--- src/rtl/bp_cce_spec_wr_arbiter.sv ---
// Write-port arbiter for the CCE speculation-bits array.
// Shares the single write port between the microcode engine and the
// memory-response path, and runs a clear sequence over every way group
// after reset or on request.

package bp_cce_spec_pkg;

   // Per-way-group speculation metadata
   typedef struct packed {
      logic       spec;
      logic       squash;
      logic       fwd_mod;
      logic [2:0] state;
   } bp_cce_spec_s;

endpackage

module bp_cce_spec_wr_arbiter
   import bp_cce_spec_pkg::*;
#(
   parameter int num_way_groups_p = 8,
   parameter int addr_width_p     = 40,
   parameter int starve_limit_p   = 4
) (
   input  logic                    clk_i,
   input  logic                    reset_i,
   input  logic                    clear_i,

   input  logic                    ucode_v_i,
   output logic                    ucode_ready_o,
   input  logic [addr_width_p-1:0] ucode_addr_i,
   input  logic                    ucode_bypass_hash_i,
   input  logic [3:0]              ucode_field_v_i,
   input  bp_cce_spec_s            ucode_spec_i,

   input  logic                    mem_v_i,
   output logic                    mem_ready_o,
   input  logic [addr_width_p-1:0] mem_addr_i,
   input  logic                    mem_bypass_hash_i,
   input  logic [3:0]              mem_field_v_i,
   input  bp_cce_spec_s            mem_spec_i,

   output logic                    w_v_o,
   output logic [addr_width_p-1:0] w_addr_o,
   output logic                    w_addr_bypass_hash_o,
   output logic                    spec_v_o,
   output logic                    squash_v_o,
   output logic                    fwd_mod_v_o,
   output logic                    state_v_o,
   output bp_cce_spec_s            spec_o,
   output logic                    busy_o,
   output logic                    clear_done_o
);

   localparam int lg_num_way_groups_lp =
      (num_way_groups_p > 1) ? $clog2(num_way_groups_p) : 1;
   localparam int starve_width_lp =
      (starve_limit_p + 1 > 1) ? $clog2(starve_limit_p + 1) : 1;

   localparam logic [lg_num_way_groups_lp-1:0] clear_last_lp =
      lg_num_way_groups_lp'(num_way_groups_p - 1);
   localparam logic [starve_width_lp-1:0] starve_limit_lp =
      starve_width_lp'(starve_limit_p);

   typedef enum logic [1:0] {
      e_reset,
      e_clear,
      e_ready
   } state_e;

   state_e                          state_r, state_n;
   logic [lg_num_way_groups_lp-1:0] clear_cnt_r;
   logic [starve_width_lp-1:0]      starve_cnt_r;
   logic                            clear_done_r;
   logic                            ucode_grant;
   logic                            mem_grant;

   wire clear_last = (clear_cnt_r == clear_last_lp);

   // State register
   // NOTE: sequential state uses non-blocking assignments so every flop
   // samples pre-edge values regardless of block evaluation order.
   always_ff @(posedge clk_i) begin
      if (reset_i) state_r <= e_reset;
      else         state_r <= state_n;
   end

   // Next-state logic: reset wins from any state
   always_comb begin
      state_n = state_r;
      unique case (state_r)
         e_reset: state_n = e_clear;
         e_clear: if (clear_last) state_n = e_ready;
         e_ready: if (clear_i) state_n = e_clear;
         default: state_n = e_reset;
      endcase
      if (reset_i) state_n = e_reset;
   end

   // Clear counter, registered clear-done pulse and ucode starvation counter
   always_ff @(posedge clk_i) begin
      if (reset_i) begin
         clear_cnt_r  <= '0;
         clear_done_r <= 1'b0;
         starve_cnt_r <= '0;
      end else begin
         clear_done_r <= (state_r == e_clear) && clear_last;
         if (state_r == e_clear)
            clear_cnt_r <= clear_last ? '0 : clear_cnt_r + 1'b1;
         // Starvation tracking only moves while arbitrating; it holds through CLEAR
         if (state_r == e_ready) begin
            if (!ucode_v_i || ucode_grant)
               starve_cnt_r <= '0;
            else if (starve_cnt_r != starve_limit_lp)
               starve_cnt_r <= starve_cnt_r + 1'b1;
         end
      end
   end

   // Output logic: clear writes, arbitration and write-port muxing
   // NOTE: every output gets a default first so no path leaves one
   // unassigned, which would infer a latch.
   always_comb begin
      ucode_grant          = 1'b0;
      mem_grant            = 1'b0;
      ucode_ready_o        = 1'b0;
      mem_ready_o          = 1'b0;
      w_v_o                = 1'b0;
      w_addr_o             = '0;
      w_addr_bypass_hash_o = 1'b0;
      {state_v_o, fwd_mod_v_o, squash_v_o, spec_v_o} = 4'b0000;
      spec_o               = '0;
      busy_o               = 1'b0;
      clear_done_o         = 1'b0;

      unique case (state_r)
         e_reset: busy_o = 1'b1;
         e_clear: begin
            busy_o               = 1'b1;
            w_v_o                = 1'b1;
            w_addr_bypass_hash_o = 1'b1;
            w_addr_o             = addr_width_p'(clear_cnt_r);
            {state_v_o, fwd_mod_v_o, squash_v_o, spec_v_o} = 4'b1111;
         end
         e_ready: begin
            clear_done_o = clear_done_r;
            // A clear request steals the port for this cycle
            if (!clear_i) begin
               ucode_grant = ucode_v_i && (!mem_v_i || (starve_cnt_r == starve_limit_lp));
               mem_grant   = mem_v_i && !ucode_grant;
            end
            ucode_ready_o = ucode_grant;
            mem_ready_o   = mem_grant;
            if (ucode_grant) begin
               w_v_o                = 1'b1;
               w_addr_o             = ucode_addr_i;
               w_addr_bypass_hash_o = ucode_bypass_hash_i;
               {state_v_o, fwd_mod_v_o, squash_v_o, spec_v_o} = ucode_field_v_i;
               spec_o               = ucode_spec_i;
            end else if (mem_grant) begin
               w_v_o                = 1'b1;
               w_addr_o             = mem_addr_i;
               w_addr_bypass_hash_o = mem_bypass_hash_i;
               {state_v_o, fwd_mod_v_o, squash_v_o, spec_v_o} = mem_field_v_i;
               spec_o               = mem_spec_i;
            end
         end
         default: busy_o = 1'b1;
      endcase
   end

endmodule

--- config.mk ---
export PLATFORM = sky130hd
export DESIGN_NAME = bp_cce_spec_wr_arbiter
export DESIGN_NICKNAME = d
export VERILOG_FILES = /design/src/rtl/bp_cce_spec_wr_arbiter.sv
export SDC_FILE = /design/constraint.sdc
export NUM_CORES = 1
export LEC_CHECK = 0
export ABC_AREA = 1
export BUFFER_PORTS_ARGS = -buffer_cell sky130_fd_sc_hd__clkbuf_2
export CORE_MARGIN = 2
export CORE_UTILIZATION = 34
export DETAILED_ROUTE_END_ITERATION = 16
export GPL_TIMING_DRIVEN = 0
export PLACE_DENSITY = 0.9
export SLEW_MARGIN = 20
export SYNTH_ARGS = -nofsm -noshare
export SYNTH_HDL_FRONTEND = slang
export SYNTH_SLANG_ARGS = --single-unit
--- constraint.sdc ---
create_clock -name clk_i -period 2.05 [get_ports clk_i]
set_clock_uncertainty 0.2 [all_clocks]
set_input_delay 0.41 -clock clk_i [delete_from_list [all_inputs] [get_ports clk_i]]
set_output_delay 0.41 -clock clk_i [all_outputs]
set_load 0.1 [all_outputs]
==> impl_metrics.csv, run 1 <==
group,metric,value,unit
logic_synthesis,synthesis.area,1438,µm²
logic_synthesis,synth.top_cell.area_share,21.67,%
placed_design,io_buffer_count,162,
logic_synthesis,seq_area_frac_synth,12.53,%
logic_synthesis,synth_warnings,0,
logic_synthesis,synth_nets,373,
floorplanning,die_height,69.03,µm
clock_tree,clockBufferDepth,2,
placed_design,gp_congestion,0.8516,
floorplanning,rows,23,
status,outcome,"did not finish",
status,stop_stage,"4_1_cts",
logic_synthesis,synth_mux_area_share,0,%
placed_design,place_hpwl,5755,µm
clock_tree,cts.sinks,9,
logic_synthesis,syn_inst,258,
status,error_line,"[ERROR DPL-0038] Utilization greater than 100%, impossible to legalize",
logic_synthesis,synth_top_family_by_area,"simple AND/OR/NAND/NOR gates",
logic_synthesis,ys_ff_latch,9,
placed_design,dpl.cell_count,470,
floorplanning,die_x,69.03,µm
clock_tree,root_buffer,"clkbuf_8",
logic_synthesis,synth_cell_types,21,
clock_tree,htreeDepth,1,
logic_synthesis,synthXorXnorAreaFrac,0.6092,%
logic_synthesis,netlist.top_cell.by_area,"nand2_1",
clock_tree,cts_buffers,3,
logic_synthesis,synthTopCellsByArea,"nand2_1, nand3_1, a21oi_1, dfxtp_1, ha_1",
logic_synthesis,yosys.area_share.adder,6.963,%
clock_tree,post_cts_buffers,22,
floorplanning,initial_core_util,35.68,%
clock_tree,cts_resized,212,
logic_synthesis,synth_compound_area_share,20.37,%
logic_synthesis,synth-simple-area-share,47.26,%
logic_synthesis,avgSynthCellArea,5.572,µm²
clock_tree,cts_hold_buf,0,
placed_design,placed_cell_area,3287,µm²
floorplanning,io_pins,163,
==> logic make-up after synthesis <==
group           count (synthesis)
buf+inv                        36
simple gates                  151
flops                           9
compound gates                 53
fa+ha+maj                       8
xor+xnor                        1
==> stage by stage <==
step	worst slack (ns)	hold slack, ns
2_1_floorplan	-0.5650	0.2433
3_3_place_gp	-0.5134	0.2566
3_5_place_dp	-0.5183	0.2797
==> cells in the mapped netlist <==
cell type   n
inv_2       2
nand2_2     1
ha_1        8
nor2_4      1
nand3_2     2
clkbuf_1    3
nor3_1      1
nor2_8      1
xor2_1      1
a22o_1      7
a31oi_1     1
nand2_4     1
dfxtp_1     9
nor2_1      9
nand2_1    83
o21ai_0     4
inv_1      18
buf_2       9
nand3_1    52
buf_6       4
a21oi_1    41
==> run 2: changes to the inputs <==
- CORE_UTILIZATION: 34 -> 25
- PLACE_DENSITY: 0.9 -> default
- PLACE_DENSITY_LB_ADDON: default -> 0.15
==> run 2 against run 1 <==
  * Synthesized area did not move
  * The flow now finishes, with violations (negative setup slack)
  * Synthesized cell count did not move
==> impl_metrics.csv, run 2 <==
group,metric,value,unit
setup_path,cp_cell_sequence,"inv_2 > ha_4 > nand2_4 > nand2_4 > nand2_8 > nor2_8 > buf_12 > nand2_2 > a21oi_4 > clkbuf_16",
final_layout,reg_top3,"clear_cnt_r (3), starve_cnt_r (3), state_r (2)",
timing,fmax,0.3999,GHz
setup_path,crit_start,"starve_cnt_r[1]",
placed_design,gp_congestion,0.7388,
timing,maxSlewHeadroom,63.57,%
clock_tree,cts.clk_slew.worst_paths,0.05,ns
floorplanning,die_x,79.83,µm
route,drt_iter0_markers,50,
logic_synthesis,synth_compound_area_share,20.37,%
setup_path,r2r_start,"starve_cnt_r[1]",
global_routing,grt-ovfl-total,0,
clock_tree,root_buffer,"clkbuf_8",
global_routing,first_global_vias,2803,
floorplanning,initial_core_util,25.95,%
logic_synthesis,yosys.area_share.adder,6.963,%
setup_path,critical_path_class,"reg2out",
final_layout,fin_util,84.60,%
floorplanning,io_pins,163,
timing,min_period_over_period,122.0,%
timing,fin_setup_tns,-19.99,ns
pwr,power_density,610.2,nW/µm²
hold_path,hold_class,"in2reg",
logic_synthesis,synth_mux_area_share,0,%
placed_design,placed_cell_area,3314,µm²
logic_synthesis,synth_commonest_cells,"nand2_1, nand3_1, a21oi_1",
logic_synthesis,synth.top_cell.area_share,21.67,%
logic_synthesis,ys_ff_latch,9,
clock_tree,clk_latency,0.23,ns
timing,fin_crit,2.501,ns
timing,setup_viol,54,
timing,max_slew.worst_pin.slew,0.5487,ns
setup_path,critPathSlowestCell,"dfxtp_2",
clock_tree,cts.sinks,9,
logic_synthesis,ys_dominant_reg_cell,"dfxtp_1",
timing,final-hold-violation-count,0,
logic_synthesis,async_reset_ff_share,0,%
logic_synthesis,synth_warnings,0,
clock_tree,clockBufferDepth,2,
placed_design,place_hpwl,5344,µm
setup_path,critPathArrivalTime,1.89,ns
final_layout,nNetsFinal,555,
clock_tree,cts_tree,"yes",
setup_path,path_delay_family,"simple AND/OR/NAND/NOR gates",
status,violations,"negative setup slack",
logic_synthesis,synth_top_family_by_area,"simple AND/OR/NAND/NOR gates",
final_layout,final_area,4687,µm²
final_layout,final_cell_mix,"clkbuf_2, clkbuf_16, nand3_1",
floorplanning,die_area,6373,µm²
route,totalWireLength,8904,µm
logic_synthesis,synth_edf_count,0,
logic_synthesis,syn_inst,258,
clock_tree,cts_hold_buf,0,
placed_design,pre_cts_slack,-0.5434,ns
logic_synthesis,synthesis.area,1438,µm²
route,ant_nets,0,
logic_synthesis,synthTopCellsByArea,"nand2_1, nand3_1, a21oi_1, dfxtp_1, ha_1",
route,dr.pass1.iters,4,
placed_design,io_buffer_count,162,
hold_path,hold_start,"reset_i",
setup_path,cp_data_required_time,1.44,ns
setup_path,crit_fanout,10,
logic_synthesis,yosysMostFrequentCell,"nand2_1",
final_layout,layoutNonFillerInstCount,511,
floorplanning,core_area,5540,µm²
setup_path,end_kind,"output pin",
clock_tree,cts_buffers,3,
clock_tree,htreeDepth,1,
placed_design,dpl.cell_count,492,
setup_path,slowest_delay,0.32,ns
global_routing,grt_start_max_net_pins,11,
setup_path,critPathLaunchType,"flop",
floorplanning,rows,27,
logic_synthesis,synth_cell_types,21,
status,outcome,"finished with violations",
pwr,ir_worst_vdd,0.0009681,V
final_layout,final_common_cell,"clkbuf_2",
timing,setup_ws,-0.4508,ns
floorplanning,die_height,79.83,µm
logic_synthesis,avgSynthCellArea,5.572,µm²
global_routing,grtUsageTotal,27.29,%
setup_path,crit_buf_inv,3,
route,viasPerCell,5.068,
route,drc_errors,0,
logic_synthesis,synth-simple-area-share,47.26,%
final_layout,layout-drive-gt1-share,72.67,%
logic_synthesis,seq_area_frac_synth,12.53,%
setup_path,cp_common_cell,"nand2_4",
pwr,leakage,2.100,nW
logic_synthesis,netlist.top_cell.by_area,"nand2_1",
logic_synthesis,synth_nets,373,
logic_synthesis,synthXorXnorAreaFrac,0.6092,%
timing,drv_slew,0,
route,wl_per_cell,17.42,µm
global_routing,grt_first_pass_wirelength,13830,µm
run,drv_cap,0,
route,num_vias,2590,
final_layout,antenna_cells,0,
timing,rsz0062_at_grt,"true",
global_routing,antenna_found_initial,0,
final_layout,area_growth,226.0,%
==> run 2: where the power goes <==
part	switching (mW)	internal [mW]	leakage [nW]
Combinational	1.46	0.898	2.00
Clock	0.0689	0.135	0.0228
Sequential	0.0553	0.238	0.0755
Total	1.59	1.27	2.10
==> run 2: routing by layer <==
layer	track usage (%)	wire (µm)	part of all wire, %
met3	5.090	525	5.9
met1	27.97	3165	36
met4	7.797	194	2.2
met2	55.13	5019	56
met5	0	0	0
==> run 2: area by class of cell <==
class | instances | area, µm²
plain buffers | 14 | 175.2
clock buffers | 4 | 45.04
fillers | 286 | 853.3
inverters | 20 | 98.84
multi-input cells | 213 | 2042
flip-flops and latches | 9 | 187.7
well taps | 72 | 90.09
repair buffers | 179 | 2048
==> run 2: path summary, 6_finish.rpt <==
kind | to | slack [ns] | depth (start not counted)
worst max-delay path | w_addr_o[12] | -0.45 | 10
worst min-delay path | state_r[1] | 0.24 | 2
worst max register to register | starve_cnt_r[0] | 0.31 | 10
worst min register to register | clear_cnt_r[0] | 0.29 | 2
==> run 2: logic make-up after synthesis <==
kind of cell               Yosys count
AOI/OAI and AO/OA                   53
xor gates and xnor gates             1
adders and majority gates            8
buffers and inverters               36
DFF                                  9
and+or+nand+nor                    151
==> run 2: through the flow <==
stage / hold WS (ns) / total power, mW
after floorplan: 0.2433 / 1.755
after global placement: 0.2597 / 2.068
after detailed placement: 0.2683 / 2.088
after CTS: 0.2280 / 2.783
after global routing: 0.2515 / 3.001
final: 0.2403 / 2.860
==> run 2: repair_timing <==
| item | 4_1_cts | 5_1_grt |
|---|---|---|
| buffers inserted | 12 | 6 |
| endpoints found under the hold margin | 0 | 0 |
| cloned | 1 | 0 |
| endpoints found under the setup margin | 55 | 55 |
| pin swaps | 14 | 9 |
| resized for setup | 185 | 17 |
(Power assumes the default switching activity.)
